## src/rtl/logic_unit_arbiter.sv

```systemverilog
// Round-robin arbiter sharing one clocked two-operand datapath between two requesters.
// Operands go out registered; the result is captured after a fixed latency and returned with the requester ID.
module logic_unit_arbiter #(
    parameter int WIDTH      = 8,
    parameter int OP_W       = 2,
    parameter int DP_LATENCY = 1
) (
    input  logic             clk,
    input  logic             rst_n,
    input  logic             req0_valid,
    output logic             req0_ready,
    input  logic [OP_W-1:0]  req0_op,
    input  logic [WIDTH-1:0] req0_a,
    input  logic [WIDTH-1:0] req0_b,
    input  logic             req1_valid,
    output logic             req1_ready,
    input  logic [OP_W-1:0]  req1_op,
    input  logic [WIDTH-1:0] req1_a,
    input  logic [WIDTH-1:0] req1_b,
    output logic [WIDTH-1:0] dp_a,
    output logic [WIDTH-1:0] dp_b,
    output logic [OP_W-1:0]  dp_op,
    input  logic [WIDTH-1:0] dp_y,
    output logic             rsp_valid,
    input  logic             rsp_ready,
    output logic             rsp_id,
    output logic [WIDTH-1:0] rsp_y,
    output logic             busy
);

    typedef enum logic [1:0] {
        IDLE = 2'd0,
        EXEC = 2'd1,
        RESP = 2'd2
    } state_t;

    localparam logic [3:0] LAT_INIT = 4'(DP_LATENCY);

    state_t           state_q, state_d;
    logic [WIDTH-1:0] dp_a_q, dp_a_d;
    logic [WIDTH-1:0] dp_b_q, dp_b_d;
    logic [OP_W-1:0]  dp_op_q, dp_op_d;
    logic [WIDTH-1:0] rsp_y_q, rsp_y_d;
    logic             rsp_id_q, rsp_id_d;
    logic             rsp_valid_q, rsp_valid_d;
    logic             last_grant_q, last_grant_d;
    logic [3:0]       cnt_q, cnt_d;
    logic             grant_s;
    logic             idle_s;
    logic             accept_s;

    // Grant selection: a lone requester wins, a tie goes to whoever was not served last.
    always_comb begin
        grant_s = 1'b0;
        if (req0_valid && req1_valid) begin
            grant_s = ~last_grant_q;
        end else if (req1_valid) begin
            grant_s = 1'b1;
        end else begin
            grant_s = 1'b0;
        end
    end

    // Readys are gated by rst_n so nothing appears accepted while reset is held.
    assign idle_s     = (state_q == IDLE);
    assign req0_ready = rst_n & idle_s & req0_valid & ~grant_s;
    assign req1_ready = rst_n & idle_s & req1_valid & grant_s;
    assign accept_s   = req0_ready | req1_ready;

    // Next-state and datapath/response register updates.
    always_comb begin
        state_d      = state_q;
        dp_a_d       = dp_a_q;
        dp_b_d       = dp_b_q;
        dp_op_d      = dp_op_q;
        rsp_y_d      = rsp_y_q;
        rsp_id_d     = rsp_id_q;
        rsp_valid_d  = rsp_valid_q;
        last_grant_d = last_grant_q;
        cnt_d        = cnt_q;
        case (state_q)
            IDLE: begin
                if (accept_s) begin
                    dp_a_d       = grant_s ? req1_a  : req0_a;
                    dp_b_d       = grant_s ? req1_b  : req0_b;
                    dp_op_d      = grant_s ? req1_op : req0_op;
                    rsp_id_d     = grant_s;
                    last_grant_d = grant_s;
                    cnt_d        = LAT_INIT;
                    state_d      = EXEC;
                end else begin
                    state_d = IDLE;
                end
            end
            EXEC: begin
                if (cnt_q == 4'd0) begin
                    rsp_y_d     = dp_y;
                    rsp_valid_d = 1'b1;
                    state_d     = RESP;
                end else begin
                    cnt_d = cnt_q - 4'd1;
                end
            end
            RESP: begin
                if (rsp_ready) begin
                    rsp_valid_d = 1'b0;
                    state_d     = IDLE;
                end else begin
                    state_d = RESP;
                end
            end
            default: begin
                rsp_valid_d = 1'b0;
                state_d     = IDLE;
            end
        endcase
    end

    // State and output registers; reset discards any in-flight operation.
    always_ff @(posedge clk or negedge rst_n) begin
        if (!rst_n) begin
            state_q      <= IDLE;
            dp_a_q       <= {WIDTH{1'b0}};
            dp_b_q       <= {WIDTH{1'b0}};
            dp_op_q      <= {OP_W{1'b0}};
            rsp_y_q      <= {WIDTH{1'b0}};
            rsp_id_q     <= 1'b0;
            rsp_valid_q  <= 1'b0;
            last_grant_q <= 1'b1;
            cnt_q        <= 4'd0;
        end else begin
            state_q      <= state_d;
            dp_a_q       <= dp_a_d;
            dp_b_q       <= dp_b_d;
            dp_op_q      <= dp_op_d;
            rsp_y_q      <= rsp_y_d;
            rsp_id_q     <= rsp_id_d;
            rsp_valid_q  <= rsp_valid_d;
            last_grant_q <= last_grant_d;
            cnt_q        <= cnt_d;
        end
    end

    assign dp_a      = dp_a_q;
    assign dp_b      = dp_b_q;
    assign dp_op     = dp_op_q;
    assign rsp_y     = rsp_y_q;
    assign rsp_id    = rsp_id_q;
    assign rsp_valid = rsp_valid_q;
    assign busy      = ~idle_s;

endmodule
```

## config.mk

```make
export PLATFORM = sky130hd
export DESIGN_NAME = logic_unit_arbiter
export DESIGN_NICKNAME = d
export VERILOG_FILES = /design/src/rtl/logic_unit_arbiter.sv
export SDC_FILE = /design/constraint.sdc
export NUM_CORES = 1
export LEC_CHECK = 0
export BUFFER_PORTS_ARGS = -buffer_cell sky130_fd_sc_hd__buf_2
export CORE_UTILIZATION = 49
export DETAILED_ROUTE_END_ITERATION = 7
export HOLD_SLACK_MARGIN = 0.03
export PLACE_DENSITY = 0.84
export SYNTH_ARGS = -nofsm -noshare
export SYNTH_HDL_FRONTEND = slang
export SYNTH_SLANG_ARGS = --single-unit
```

## constraint.sdc

```tcl
create_clock -name clk -period 3.2 [get_ports clk]
set_input_delay 0.32 -clock clk [delete_from_list [all_inputs] [get_ports clk]]
set_output_delay 0.32 -clock clk [all_outputs]
set_load 0.01 [all_outputs]
```

==> flow_summary.json <==
{
  "synthAdderAreaFrac": 0.00745,
  "setup_viol": 0,
  "status": "finished, final reports clean",
  "clock-sinks": 35,
  "fin_setup_tns_ns": 0,
  "synth_area_leaders": "dfrtp_1 51%, mux2_2 23%, mux2_4 8.9%",
  "cap_violations": 0,
  "holdCritPathClass": "in -> reg",
  "fp.dieW_um": 60.5,
  "finalClockSkew_ns": 0.00857,
  "power_density_nw_per_um2": 907,
  "grt_first_pass_wirelength_um": 5650,
  "layout_common_cells": "79 x buf_2, 35 x mux2_2, 34 x dfrtp_1, 10 x mux2_4, 5 x clkbuf_4",
  "route.detailed.drc": 0,
  "post_cts_buffers": 0,
  "drive_above_1_share": 0.683,
  "irDropWorstVdd_uv": 559,
  "wl_per_cell_um": 14.0,
  "netlist.top_cell.by_area": "dfrtp_1",
  "coreArea_um2": 3150,
  "path_class": "in -> out",
  "crit_fanout": 23,
  "muxShareOfSynthArea": 0.336,
  "crit_start": "rst_n",
  "initial_core_util": 0.533,
  "final_common_cell": "buf_2",
  "fp-row-count": 20,
  "grt_overflow": 0,
  "post-route-period-util": 0.734,
  "drt_iter0_markers": 16,
  "cts-resized-gates": 0,
  "synth_compound_area_frac": 0.0335,
  "grt.total_usage": 0.214,
  "syn2layout_area_growth_pct": 30.8,
  "startpoint_type": "input pin",
  "final_cell_count_no_fill": 249,
  "dp.final_hpwl_um": 2800,
  "synth_nets": 168,
  "cts-root-buf": "clkbuf_4",
  "grt_setup_unrepaired": "false",
  "relSlewSlack": 0.661,
  "synth.distinct_cells": 28,
  "die_h_um": 60.5,
  "synth_area_um2": 1680,
  "cts.htree.levels": 2,
  "power_uw": 1990,
  "dr.pass1.iters": 4,
  "syn_inst": 118,
  "arrival_ns": 2.03,
  "yosysWarnings": 0,
  "yosys.area_share.simple": 0.0782,
  "timing_worst_slew_pin_value_ns": 0.507,
  "place_inst": 240,
  "reg2reg_from": "cnt_q[0]",
  "hold_viol": 0,
  "period_minus_slack_ns": 2.35,
  "p_leak_uw": 0.00110,
  "grt_max_degree": 24,
  "tritoncts": "done",
  "synth_area_per_cell_um2": 14.2,
  "io_buffers": 79,
  "antenna_left": 0,
  "clk_path_buf_depth": 2,
  "end_kind": "output port",
  "grt_pass1_vias": 1354,
  "holdWs_ns": 0.193,
  "ys_ff_latch": 35,
  "min_from": "req0_valid",
  "vias_per_cell": 5.03,
  "num_vias": 1252,
  "antenna_found_initial": 0,
  "diodes": 0,
  "clkTransAtPathRegs_ns": 0.09,
  "slew_violations": 0,
  "fin_nets": 254,
  "wirelength_um": 3490,
  "cts_buffers": 5,
  "yosysSeqAreaShare": 0.522,
  "synth.top_cell.area_share": 0.507,
  "required_ns": 2.88,
  "place.gp.congestion": 0.703,
  "synthXorXnorAreaFrac": 0,
  "clock.fmax_mhz": 426,
  "synth_top_family_by_area": "multiplexers",
  "die_area_um2": 3670,
  "clk_latency_ns": 0.34,
  "ios": 80
}
==> power breakdown <==
| part | switching [uW] | internal, uW |
|---|---|---|
| clock | 139 | 129 |
| combinational | 412 | 502 |
| sequential | 138 | 674 |
==> per-layer routing <==
metal / vias up / track usage / wire length (um)
met4: 0 / 0.0682 / 53
met1: 589 / 0.206 / 1300
met5: - / 0 / 0
met3: 8 / 0.0746 / 305
li1: 594 / - / -
met2: 61 / 0.419 / 1840
==> worst max-delay path: stages <==
cell and delay, ns:
dlygate4sd3_1 0.52, buf_2 0.40, nor3b_1 0.41, and2_1 0.23
buf_2 0.15
==> path summary, 6_finish.rpt <==
check	endpoint	cells after the start	slack (ns)
min	last_grant_q	2	0.19
max reg2reg	cnt_q[0]	5	1.44
min reg2reg	rsp_valid	2	0.51
max in group asynchronous	cnt_q[3]	3	2.17
min in group asynchronous	dp_a[1]	2	0.46
max	req1_ready	5	0.85
==> area by class of cell <==
class | count | area (um^2)
fill | 226 | 956
sequential | 35 | 877
multi-input combinational | 78 | 768
timing repair buffer | 82 | 420
clock buffer | 8 | 68.8
tap | 44 | 55.1
inverter | 2 | 7.51
==> synthesized netlist by cell type <==
master      n
mux2_2     35
dfrtp_1    34
mux2_4     10
nand2_1     4
nor2_1      4
a21oi_1     2
buf_2       2
inv_1       2
mux2i_1     2
nand3_1     2
nor2b_1     2
nor3b_1     2
o21ai_0     2
a21boi_0    1
a21o_1      1
a31oi_1     1
and2_1      1
buf_12      1
dfstp_2     1
ha_1        1
nand2_2     1
nor2_8      1
nor3_1      1
o22ai_1     1
o2bb2ai_1   1
or2_2       1
or3b_2      1
or3b_4      1
==> kinds of logic (layout without fill, tap and decap cells) <==
kind of cell | count (synthesis) | in the layout
AOI/OAI and AO/OA | 9 | 9
adders and majority gates | 1 | 1
buffers and inverters | 5 | 92
DFF | 35 | 35
muxes | 47 | 47
and+or+nand+nor | 21 | 21
==> sequential cells by signal (all words and copies together), names as in the netlist <==
signal        cells
dp_a              8
dp_b              8
rsp_y             8
cnt_q             4
dp_op             2
state_q           2
last_grant_q      1
rsp_id            1
rsp_valid         1
==> per-stage QoR <==
step           area (um^2)  setup slack, ns  utilization
2_1_floorplan         1680             1.59            -
3_3_place_gp          2120             1.16        0.672
3_5_place_dp          2120             1.10        0.672
4_1_cts               2200            0.838        0.697
5_1_grt               2200            0.634        0.697
6_report              2200            0.851        0.697
==> timing repair <==
item	CTS	global route
endpoints found under the hold margin	19	0
setup endpoints to repair	0	0
hold buffers	1	0
Power figures use the tool's default switching activity.
